--- config.mk ---
export PLATFORM = sky130hd
export DESIGN_NAME = iir2_ctrl_flat
export DESIGN_NICKNAME = d
export VERILOG_FILES = /design/src/rtl/iir2_ctrl_if.sv /design/src/rtl/iir2_ctrl.sv /design/src/flat_wrapper.sv
export SDC_FILE = /design/constraint.sdc
export NUM_CORES = 1
export LEC_CHECK = 0
export ABC_AREA = 1
export CORE_MARGIN = 3
export CORE_UTILIZATION = 46
export DETAILED_ROUTE_END_ITERATION = 7
export PLACE_DENSITY_LB_ADDON = 0.1
export SYNTH_ARGS = -nofsm -noshare
export SYNTH_HDL_FRONTEND = slang
export SYNTH_SLANG_ARGS = --single-unit
--- constraint.sdc ---
create_clock -name clk -period 3.91 [get_ports clk]
set_clock_uncertainty 0.1 [all_clocks]
set_input_delay 0.391 -clock clk [delete_from_list [all_inputs] [get_ports clk]]
set_output_delay 0.391 -clock clk [all_outputs]
set_load 0.02 [all_outputs]
--- src/rtl/iir2_ctrl_if.sv ---
// ---------------------------------------------------------------------------
// iir2_ctrl_if
//   Generic valid/ready sample stream used on both sides of iir2_ctrl.
//   Signals:
//     valid  producer -> consumer   sample present
//     ready  consumer -> producer   sample accepted when valid & ready
//     data   producer -> consumer   sample value (W bits, two's complement)
//   Modports:
//     master  producer side (drives valid/data, observes ready)
//     slave   consumer side (observes valid/data, drives ready)
// ---------------------------------------------------------------------------
interface iir2_ctrl_if #(
    parameter int W = 32
) ();
    logic                valid;
    logic                ready;
    logic signed [W-1:0] data;

    modport master (output valid, output data, input ready);
    modport slave  (input valid, input data, output ready);
endinterface

--- src/rtl/iir2_ctrl.sv ---
// ---------------------------------------------------------------------------
// iir2_ctrl
//   Sequencer in front of one iir2 filter instance. Accepts input samples on
//   a valid/ready stream, paces them into the filter no faster than one every
//   SAMPLE_GAP cycles, applies coefficient updates only between samples,
//   drives the filter clear pulse and buffers each filter output in a
//   one-entry register for a backpressured consumer.
//
//   Optional feature (compile-time macro IIR2_CTRL_WARMUP_EN):
//     discard the first WARMUP filter outputs after reset or a soft clear.
//
//   Ports:
//     clk, rstx                 clock, asynchronous active-low reset
//     soft_clear                pulse: abort and clear the filter state
//     coeff_update              pulse: capture cfg_* into the shadow regs
//     cfg_is_1st_order          order select to shadow
//     cfg_coeff_a1/a2           coefficients to shadow
//     s   (slave stream)        input samples   (width DDY+DPR+CPR+1)
//     m   (master stream)       output samples  (width DDY+DPR+3)
//     f_clear                   to iir2 clear
//     f_is_1st_order            to iir2 order select
//     f_coeff_a1/a2             to iir2 coefficients
//     f_data_in_valid/f_data_in to iir2 sample input
//     f_data_out_valid/f_data_out from iir2 sample output
//     busy                      FSM active or coefficient update pending
// ---------------------------------------------------------------------------
module iir2_ctrl #(
    parameter int CPR        = 8,
    parameter int CDY        = 1,
    parameter int DPR        = 25,
    parameter int DDY        = 4,
    parameter int SAMPLE_GAP = 18,
    parameter int WARMUP     = 2
) (
    input  logic                          clk,
    input  logic                          rstx,
    input  logic                          soft_clear,
    input  logic                          coeff_update,
    input  logic                          cfg_is_1st_order,
    input  logic signed [CDY+CPR:0]       cfg_coeff_a1,
    input  logic signed [CDY+CPR:0]       cfg_coeff_a2,
    iir2_ctrl_if.slave                    s,
    iir2_ctrl_if.master                   m,
    output logic                          f_clear,
    output logic                          f_is_1st_order,
    output logic signed [CDY+CPR:0]       f_coeff_a1,
    output logic signed [CDY+CPR:0]       f_coeff_a2,
    output logic                          f_data_in_valid,
    output logic signed [DDY+DPR+CPR:0]   f_data_in,
    input  logic                          f_data_out_valid,
    input  logic signed [DDY+DPR+2:0]     f_data_out,
    output logic                          busy
);
    localparam int CW  = CDY + CPR + 1;
    localparam int DIW = DDY + DPR + CPR + 1;
    localparam int DOW = DDY + DPR + 3;

    if (SAMPLE_GAP < 3 || SAMPLE_GAP > 255 || WARMUP < 0 || WARMUP > 255) begin : g_bad_param
        $error("iir2_ctrl: SAMPLE_GAP must be 3..255 and WARMUP 0..255");
    end

    typedef enum logic [1:0] {
        S_IDLE = 2'd0,
        S_GAP  = 2'd1,
        S_CLR  = 2'd2
    } state_t;

    state_t                r_state;
    logic [7:0]            r_gap_cnt;
    logic                  r_coeff_pend;

    logic                  r_sh_1st;
    logic signed [CW-1:0]  r_sh_a1;
    logic signed [CW-1:0]  r_sh_a2;

    logic                  r_f_clear;
    logic                  r_f_1st;
    logic signed [CW-1:0]  r_f_a1;
    logic signed [CW-1:0]  r_f_a2;
    logic                  r_f_vld;
    logic signed [DIW-1:0] r_f_data;

    logic                  r_m_valid;
    logic signed [DOW-1:0] r_m_data;

    logic                  w_buf_free;
    logic                  w_s_ready;
    logic                  w_issue;
    logic                  w_apply;
    logic                  w_out_ok;
    logic                  w_capture;
    logic                  w_warm_busy;

    // A new sample may only be issued when the output buffer is empty or is
    // being drained this cycle; that guarantees its filter result, which
    // arrives a fixed latency later, always finds a free buffer.
    assign w_buf_free = ~r_m_valid | m.ready;
    assign w_s_ready  = (r_state == S_IDLE) & ~r_coeff_pend & ~soft_clear & w_buf_free;
    assign w_issue    = s.valid & w_s_ready;
    assign w_apply    = (r_state == S_IDLE) & r_coeff_pend & ~soft_clear;

    // Filter results are ignored while clearing and in the cycle a clear is
    // requested (the buffer is flushed on that edge anyway).
    assign w_out_ok   = f_data_out_valid & (r_state != S_CLR) & ~soft_clear;

`ifdef IIR2_CTRL_WARMUP_EN
    logic [7:0] r_warm;

    always_ff @(posedge clk or negedge rstx) begin
        if (!rstx) begin
            r_warm <= 8'(WARMUP);
        end else if (r_state == S_CLR) begin
            r_warm <= 8'(WARMUP);
        end else if (f_data_out_valid && r_warm != 8'd0) begin
            r_warm <= r_warm - 8'd1;
        end
    end

    assign w_warm_busy = (r_warm != 8'd0);
    assign w_capture   = w_out_ok & ~w_warm_busy;
`else
    assign w_warm_busy = 1'b0;
    assign w_capture   = w_out_ok;
`endif

    // Shadow coefficient registers; a second update before apply overwrites.
    always_ff @(posedge clk) begin
        if (coeff_update) begin
            r_sh_1st <= cfg_is_1st_order;
            r_sh_a1  <= cfg_coeff_a1;
            r_sh_a2  <= cfg_coeff_a2;
        end
    end

    // Sequencer FSM with registered filter-side outputs.
    always_ff @(posedge clk or negedge rstx) begin
        if (!rstx) begin
            r_state      <= S_IDLE;
            r_gap_cnt    <= 8'd0;
            r_coeff_pend <= 1'b0;
            r_f_clear    <= 1'b0;
            r_f_1st      <= 1'b0;
            r_f_a1       <= '0;
            r_f_a2       <= '0;
            r_f_vld      <= 1'b0;
            r_f_data     <= '0;
        end else begin
            r_f_vld   <= 1'b0;
            r_f_clear <= 1'b0;

            if (soft_clear) begin
                // Clear wins over everything; held high it keeps us in S_CLR.
                r_state   <= S_CLR;
                r_gap_cnt <= 8'd0;
                r_f_clear <= 1'b1;
            end else begin
                case (r_state)
                    S_IDLE: begin
                        if (r_coeff_pend) begin
                            r_f_1st <= r_sh_1st;
                            r_f_a1  <= r_sh_a1;
                            r_f_a2  <= r_sh_a2;
                        end else if (w_issue) begin
                            r_f_data  <= s.data;
                            r_f_vld   <= 1'b1;
                            r_gap_cnt <= 8'(SAMPLE_GAP - 1);
                            r_state   <= S_GAP;
                        end
                    end
                    S_GAP: begin
                        r_gap_cnt <= r_gap_cnt - 8'd1;
                        if (r_gap_cnt == 8'd1) begin
                            r_state <= S_IDLE;
                        end
                    end
                    S_CLR: begin
                        r_state <= S_IDLE;
                    end
                    default: begin
                        r_state <= S_IDLE;
                    end
                endcase
            end

            // A fresh update in the apply cycle stays pending for the next one.
            r_coeff_pend <= coeff_update | (r_coeff_pend & ~w_apply);
        end
    end

    // One-entry output buffer; flushed by a clear.
    always_ff @(posedge clk or negedge rstx) begin
        if (!rstx) begin
            r_m_valid <= 1'b0;
            r_m_data  <= '0;
        end else if (soft_clear || r_state == S_CLR) begin
            r_m_valid <= 1'b0;
        end else if (w_capture) begin
            r_m_valid <= 1'b1;
            r_m_data  <= f_data_out;
        end else if (m.ready) begin
            r_m_valid <= 1'b0;
        end
    end

    assign s.ready         = w_s_ready;
    assign m.valid         = r_m_valid;
    assign m.data          = r_m_data;
    assign f_clear         = r_f_clear;
    assign f_is_1st_order  = r_f_1st;
    assign f_coeff_a1      = r_f_a1;
    assign f_coeff_a2      = r_f_a2;
    assign f_data_in_valid = r_f_vld;
    assign f_data_in       = r_f_data;
    assign busy            = (r_state != S_IDLE) | r_coeff_pend | w_warm_busy;

endmodule

--- src/flat_wrapper.sv ---
// flat-port wrapper written by rule: the top's interface ports become plain ports
module iir2_ctrl_flat 
#(
    parameter int CPR        = 8,
    parameter int CDY        = 1,
    parameter int DPR        = 25,
    parameter int DDY        = 4,
    parameter int SAMPLE_GAP = 18,
    parameter int WARMUP     = 2
)
  (clk, rstx, soft_clear, coeff_update, cfg_is_1st_order, cfg_coeff_a1, cfg_coeff_a2, f_clear, f_is_1st_order, f_coeff_a1, f_coeff_a2, f_data_in_valid, f_data_in, f_data_out_valid, f_data_out, busy, s_valid, s_data, s_ready, m_valid, m_data, m_ready);
  iir2_ctrl_if #(.W((DDY + DPR + CPR + 1))) s_i ();
  iir2_ctrl_if #(.W((DDY + DPR + 3))) m_i ();
  input  logic clk;
  input  logic rstx;
  input  logic soft_clear;
  input  logic coeff_update;
  input  logic cfg_is_1st_order;
  input  logic signed [CDY+CPR:0] cfg_coeff_a1;
  input  logic signed [CDY+CPR:0] cfg_coeff_a2;
  output logic f_clear;
  output logic f_is_1st_order;
  output logic signed [CDY+CPR:0] f_coeff_a1;
  output logic signed [CDY+CPR:0] f_coeff_a2;
  output logic f_data_in_valid;
  output logic signed [DDY+DPR+CPR:0] f_data_in;
  input  logic f_data_out_valid;
  input  logic signed [DDY+DPR+2:0] f_data_out;
  output logic busy;
  input wire logic [$bits(s_i.valid)-1:0] s_valid;
  input wire logic [$bits(s_i.data)-1:0] s_data;
  output wire logic [$bits(s_i.ready)-1:0] s_ready;
  output wire logic [$bits(m_i.valid)-1:0] m_valid;
  output wire logic [$bits(m_i.data)-1:0] m_data;
  input wire logic [$bits(m_i.ready)-1:0] m_ready;
  assign s_i.valid = s_valid;
  assign s_i.data = s_data;
  assign s_ready = s_i.ready;
  assign m_valid = m_i.valid;
  assign m_data = m_i.data;
  assign m_i.ready = m_ready;
  iir2_ctrl #(.CPR(CPR), .CDY(CDY), .DPR(DPR), .DDY(DDY), .SAMPLE_GAP(SAMPLE_GAP), .WARMUP(WARMUP)) u_core (.clk(clk), .rstx(rstx), .soft_clear(soft_clear), .coeff_update(coeff_update), .cfg_is_1st_order(cfg_is_1st_order), .cfg_coeff_a1(cfg_coeff_a1), .cfg_coeff_a2(cfg_coeff_a2), .s(s_i), .m(m_i), .f_clear(f_clear), .f_is_1st_order(f_is_1st_order), .f_coeff_a1(f_coeff_a1), .f_coeff_a2(f_coeff_a2), .f_data_in_valid(f_data_in_valid), .f_data_in(f_data_in), .f_data_out_valid(f_data_out_valid), .f_data_out(f_data_out), .busy(busy));
endmodule
==> summary.txt, run 1 <==
Clock network
  • Longest Clk Path Bufs: 2
  • H-tree depth: 4
  • Root buf cell: clkbuf_8
  • CTS tree: built
  • Clock transition at the registers of the reported paths: 0.06 ns
  • TritonCTS Sinks: 126
  • Cells resized by post-CTS repair: 0
  • Clock buffer count from CTS: 17
  • Clk Latency, worst-skew pair: 0.52 ns

STA
  • TNS Setup: 0 ns
  • Least-Margin Pin Slew: 1.02 ns
  • RSZ-0062 raised after global routing: no
  • Min Tclk post-route: 2.47 ns
  • Fin. Hold Viols: 0
  • Fin crit share: 63.1%
  • FMAX: 0.405 GHz
  • Slew headroom: 31.8%
  • Setup Viol. Count Final: 0
  • Final WS setup: 1.44 ns
  • Final Slew Violations: 0

Placement
  • Routability Congestion: 0.803
  • Worst slack at placement: 1.36 ns
  • Buffers added on ports: 193
  • DP Cell Count: 754
  • HPWL after detailed placement: 8380 um

Pwr
  • Pwr Density: 589 nW/um^2
  • Lkg Pwr: 3.43 nW
  • Worst vdd ir: 0.385 mV

Floorplanning
  • Starting density of the core: 48.1%
  • Core Rows: 36
  • Horiz. Die Dim: 108 um
  • Core footprint: 9950 um^2
  • Ports: 194
  • Die height: 108 um
  • DIE AREA: 11,700 um^2

Synth
  • #FFs+latches synth: 126
  • Synth top area cells: dfrtp_1 55%, nand2_1 16%, edfxtp_1 13%
  • Post-synthesis area per instance: 10.9 um^2
  • Area share of the largest cell type after synthesis: 54.8%
  • Synthesized area: 4790 um^2
  • Synth Net Count: 540
  • Gate Count Post-Synth: 440
  • Leading area contributor after synthesis: dfrtp_1
  • Sequential area share after synthesis: 68.0%
  • Ys Warns: 0
  • Netlist cell types: 20

Setup path
  • Crit end category: primary output
  • Worst setup SP type: input port
  • WP data required: 3.42 ns
  • Cell mode on critical path: clkdlybuf4s50_1
  • Critical path cell sequence: clkdlybuf4s50_1 > inv_2 > nand2_2 > nor2_4 > clkdlybuf4s50_1
  • Critical R2R Capture: u_core.m.data[20]
  • Setup slack, reg-to-reg: 2.02 ns
  • Buf/Inv on CP: 3
  • CP max-delay cell: clkdlybuf4s50_1
  • Critical path type: in2out
  • Worst reg2reg path depth: 3
  • Worst r2r src: u_core.r_state[1]
  • Worst path max stage delay: 0.62 ns
  • CP arrival: 1.98 ns
  • CP top delay family: buffers and inverters
  • CP Max Fanout: 9

Drt
  • Final wirelength: 12,200 um
  • DR vias/cell: 4.79
  • Drc violations: 0
  • Initial DRC count: 250
  • Vias: 3,770
  • DRT Pass-1 Iters: 5
  • ANT nets after route: 0
  • Mean routed wirelength per cell: 15.5 um

Cells and area
  • Synthesis-to-layout area growth: 55.4%
  • # diodes: 0
  • Layout cells sized above 1: 10.9%
  • FF+latch area: 3260 um^2
  • Multi-input gate area: 1370 um^2
  • NumNets Final: 741
  • Finished Layout Cells: 787
  • Layout fillers: 687

Worst hold path
  • Hold_sp: s_data[13]
  • Hold Path End: u_core.f_data_in[13]
  • Worst min path class: in2reg
  • Hold Path Depth: 3

GRT
  • Global-route wire length before repair: 19,200 um
  • Initial antenna violation count: 0
  • Vias in the first global route: 3,801
  • Total Routing Usage GR: 21.6%
  • Largest net degree at the start of global routing: 43
  • Grt total ovfl: 0

Run
  • Max_cap viols: 0

Outcome
  • Status: finished clean
==> cell usage in the layout, fill, tap and decap left out <==
cell type        netlist  layout
inv_2                  2       2
nor2_4                 1       1
bufinv_16              0       4
clkbuf_8               0       5
nand2_2                2       2
dfrtp_1              105     105
nand3_2                1       1
inv_1                 14      14
nand2_1              210     210
dlygate4sd3_1          0       1
buf_4                  1       5
ha_1                   2       2
mux2_2                32      32
o21ai_0               11      11
clkbuf_1               2       5
nand3_1                7       7
clkdlybuf4s50_1        0     192
clkbuf_16              0      16
nor2_1                10      10
edfxtp_1              21      21
o21bai_1               1       1
clkinv_2               0       2
nand4_1                4       4
or2_2                  1       1
==> layer usage <==
| metal | up-vias | share of wire [%] | GRT usage (%) |
|---|---|---|---|
| met2 | 170 | 49 | 36.8 |
| met5 | - | 0 | 0 |
| met4 | 0 | 1.9 | 8.39 |
| met3 | 22 | 8.3 | 7.04 |
| met1 | 1770 | 40 | 25.6 |
| li1 | 1808 | - | - |
==> worst max-delay path by stage <==
stage          slack (ns)              endpoint         startpoint  cells after the start
4_1_cts              1.45               s_ready         soft_clear                      5
3_3_place_gp         1.44      u_core.m.data[8]         soft_clear                      4
5_1_grt              1.36               s_ready         soft_clear                      5
3_5_place_dp         1.36     u_core.m.data[20]         soft_clear                      4
2_1_floorplan        2.41  u_core.f_data_in[28]  u_core.r_state[1]                      8
6_report             1.44               s_ready         soft_clear                      5
==> timing repair <==
action | in CTS | in global routing
setup buffers | 0 | 0
hold buffers | 1 | 0
endpoints found under the hold margin | 40 | 0
==> per-stage QoR <==
step / utilization (%) / instance area (um^2) / hold slack (ns) / total power [mW]
after floorplan: - / 4790 / -0.00459 / 2.16
after global placement: 68.5 / 6820 / 0.314 / 2.75
after CTS: 74.8 / 7450 / 0.289 / 4.42
after global routing: 74.8 / 7450 / 0.307 / 4.58
after detailed placement: 68.5 / 6820 / 0.319 / 2.77
final: 74.8 / 7450 / 0.305 / 4.38
==> layout make-up <==
cell class | instances | share of cell area, %
clock inverter | 6 | 1.75
inverter | 16 | 0.807
timing repair buffer | 198 | 26.4
tap | 133 | 2.23
clock buffer | 26 | 6.55
multi-input combinational | 282 | 18.5
sequential | 126 | 43.8
==> flip-flops by register name (all words and copies together) (netlist names) <==
name / flops
u_core.f_data_in: 38
u_core.m.data: 32
u_core.f_coeff_a1: 10
u_core.f_coeff_a2: 10
u_core.r_sh_a1: 10
u_core.r_sh_a2: 10
u_core.r_gap_cnt: 8
u_core.r_state: 2
u_core.f_clear: 1
u_core.f_data_in_valid: 1
u_core.f_is_1st_order: 1
u_core.m.valid: 1
u_core.r_coeff_pend: 1
u_core.r_sh_1st: 1
==> report_power, final <==
group,switching [mW],internal (mW)
Clock,0.531,1.10
Combinational,0.525,0.543
Sequential,0.119,1.56
==> cells in the mapped netlist, drive strengths merged <==
library cell / number
mux2: 32
nor2: 11
ha: 2
dfrtp: 105
clkbuf: 2
or2: 1
nand3: 8
nand2: 212
buf: 14
o21ai: 11
inv: 16
edfxtp: 21
nand4: 4
o21bai: 1
==> worst min-delay path: stages <==
cell and delay, ns:
clkdlybuf4s50_1 0.39, nand2_1 0.06, nand2_1 0.04
==> cell families (layout without fill, tap and decap cells) <==
kind of cell             count (synthesis)  after routing  synth area share [%]
adder cells (fa/ha/maj)                  2              2                 0.522
AO/OA/AOI/OAI                           12             12                  1.31
multiplexers                            32             32                  7.52
buffers and inverters                   32            246                  3.32
flip-flops                             126            126                  68.0
AND/OR/NAND/NOR                        236            236                  19.3
Power figures use the tool's default switching activity.
==> inputs of run 2 (changes only) <==
--- a/config.mk
+++ b/config.mk
@@ -7,7 +7,7 @@
 export LEC_CHECK = 0
 export ABC_AREA = 1
 export CORE_MARGIN = 3
-export CORE_UTILIZATION = 46
+export CORE_UTILIZATION = 39
 export DETAILED_ROUTE_END_ITERATION = 7
 export PLACE_DENSITY_LB_ADDON = 0.1
 export SYNTH_ARGS = -nofsm -noshare
==> constraint.sdc (replaced) <==
create_clock -name clk -period 2.09 [get_ports clk]
set_clock_uncertainty 0.1 [all_clocks]
set_input_delay 0.209 -clock clk [delete_from_list [all_inputs] [get_ports clk]]
set_output_delay 0.209 -clock clk [all_outputs]
set_load 0.02 [all_outputs]
==> run 2 against run 1 <==
  * Register-to-register slack worse by 1.6 ns
  * Core utilization is 10 points lower
  * Worst hold slack worse by 0.062 ns
  * Setup slack worse by 1.3 ns
  * Sequential share of layout area is 0.53 points lower
  * Die area is 17% higher
  * Via count is 0.77% lower
  * Critical path depth is 2 lower
  * First-iteration DRC count is 0.40% higher
  * Global-route usage is 4.0 points lower
  * Clock power is 85% higher
  * Largest cell class unchanged
  * Largest power group unchanged
==> summary.txt, run 2 (synthesis gave the netlist of run 1 again) <==
Outcome
  • Status: finished clean

Drt
  • Initial DRC count: 251 (+0.40%)
  • DR vias/cell: 4.66 (-2.7%)
  • DRT Pass-1 Iters: 5 (unchanged)
  • Vias: 3,741 (-0.77%)
  • ANT nets after route: 0 (unchanged)
  • Drc violations: 0 (unchanged)
  • Mean routed wirelength per cell: 15.1 um (-2.4%)
  • Final wirelength: 12,100 um (-0.42%)

Floorplanning
  • Ports: 194 (unchanged)
  • Core footprint: 11,700 um^2 (+18%)
  • Horiz. Die Dim: 117 um (+8.1%)
  • DIE AREA: 13,700 um^2 (+17%)
  • Die height: 117 um (+8.1%)
  • Core Rows: 39 (+8.3%)
  • Starting density of the core: 40.9% (-7.2 points)

Setup path
  • Critical path type: reg2out
  • CP arrival: 1.59 ns (-0.39 ns)
  • Worst setup SP type: flop
  • Crit end category: primary output
  • CP Max Fanout: 4 (-5)
  • WP data required: 1.78 ns (-1.64 ns)

Worst hold path
  • Worst min path class: in2reg

Cells and area
  • Multi-input gate area: 1370 um^2 (unchanged)
  • NumNets Final: 747 (+0.81%)
  • Synthesis-to-layout area growth: 57.3%
  • Most common cell after layout, fill and taps aside: nand2_1
  • Max FFs per register: 38 (unchanged)
  • # diodes: 0 (unchanged)
  • FF+latch area: 3260 um^2 (unchanged)
  • Fin area: 7540 um^2 (+1.2%)
  • Finished Layout Cells: 803 (+2.0%)
  • Commonest cells after routing, fill and taps aside: 210 x nand2_1, 191 x clkdlybuf4s50_1, 105 x dfrtp_1
  • Layout fillers: 946 (+38%)
  • Layout cells sized above 1: 11.7% (+0.81 points)

Pwr
  • Worst vdd ir: 0.612 mV (+59%)
  • Pwr Density: 1080 nW/um^2 (+84%)
  • Lkg Pwr: 3.48 nW (+1.4%)

GRT
  • GRT met1 Usage: 21.7% (-3.9 points)
  • Met3 Use GR: 6.12% (-0.93 points)
  • Initial antenna violation count: 0 (unchanged)
  • Grt total ovfl: 0 (unchanged)
  • Total Routing Usage GR: 17.6% (-4.0 points)
  • Vias in the first global route: 3,633 (-4.4%)
  • Global-route wire length before repair: 18,300 um (-4.6%)
  • Largest net degree at the start of global routing: 106 (+150%)
  • M2 GR Usage: 28.7% (-8.1 points)
  • Busiest grt layer: met2

STA
  • Fin crit share: 91.0%
  • Least-Margin Pin Slew: 0.622 ns (-0.398 ns)
  • Setup Viol. Count Final: 0 (unchanged)
  • Fin. Hold Viols: 0 (unchanged)
  • FMAX: 0.526 GHz
  • Final Slew Violations: 0 (unchanged)
  • TNS Setup: 0 ns (unchanged)
  • RSZ-0062 raised after global routing: no
  • Min Tclk post-route: 1.90 ns
  • Slew headroom: 58.5% (+27 points)

Placement
  • Routability Congestion: 0.840 (+4.5%)
  • Buffers added on ports: 193 (unchanged)
  • HPWL after detailed placement: 8510 um (+1.5%)
  • DP Cell Count: 770 (+2.1%)
  • Cell area after placement: 6910 um^2 (+1.4%)

Clock network
  • Clock transition at the registers of the reported paths: 0.05 ns (about the same)
  • TritonCTS Sinks: 126 (unchanged)
  • H-tree depth: 4 (unchanged)
  • Post-CTS Setup Bufs: 0 (unchanged)
  • CTS tree: built
  • Clock buffer count from CTS: 17 (unchanged)
  • Longest Clk Path Bufs: 2 (unchanged)
  • Root buf cell: clkbuf_16
  • Clk Latency, worst-skew pair: 0.40 ns (-0.12 ns)

Run
  • Max_cap viols: 0 (unchanged)
## run 2: worst paths after layout
kind | from | endpoint | slack [ns] | cells past startpoint
setup reg to reg | u_core.r_state[1] | u_core.f_coeff_a2[9] | 0.47 | 6
hold reg to reg | u_core.r_sh_a2[8] | u_core.f_coeff_a2[8] | 0.34 | 2
max in group asynchronous | rstx | u_core.m.data[17] | 1.14 | 3
hold / removal | s_data[10] | u_core.f_data_in[10] | 0.24 | 3
min in group asynchronous | rstx | u_core.m.data[15] | 0.31 | 3
setup / recovery | u_core.r_state[1] | busy | 0.19 | 3
## run 2: through the flow
step	hold slack, ns	util [%]	worst slack, ns	power (mW)
finish	0.242	64.4	0.189	8.17
global route	0.232	64.4	0.101	8.57
CTS	0.222	64.4	0.161	8.28
detailed placement	0.233	59.0	0.130	5.21
global placement	0.228	59.0	0.111	5.16
floorplan	-0.187	-	0.589	4.04
## run 2: what timing repair did
| item | 4_1_cts | 5_1_grt |
|---|---|---|
| hold buffers | 1 | 0 |
| endpoints found under the setup margin | 1 | 0 |
| resized for setup | 1 | 0 |
| endpoints found under the hold margin | 105 | 0 |
## run 2: metal layers
metal | up-vias | wire length, um
li1 | 1810 | -
met2 | 153 | 5970
met5 | - | 0
met1 | 1766 | 4950
met4 | 0 | 137
met3 | 12 | 1060
## run 2: power by group
group / internal (mW) / leakage, nW / switching (mW)
Sequential: 2.92 / 1.51 / 0.219
Clock: 2.04 / 0.303 / 0.981
Combinational: 1.03 / 1.66 / 0.984
Total: 5.99 / 3.48 / 2.18
## run 2: worst max-delay path: stages (launching register included)
cell and delay, ns:
dfrtp_1 0.40, nor2_1 0.17, nand2_1 0.08, clkdlybuf4s50_1 0.54
## run 2: cell type report
cell class	count	share of cell area (%)
sequential	126	43.2
timing repair buffer	204	27.2
multi-input combinational	282	18.2
clock buffer	26	6.77
tap	143	2.37
clock inverter	6	1.39
inverter	16	0.797
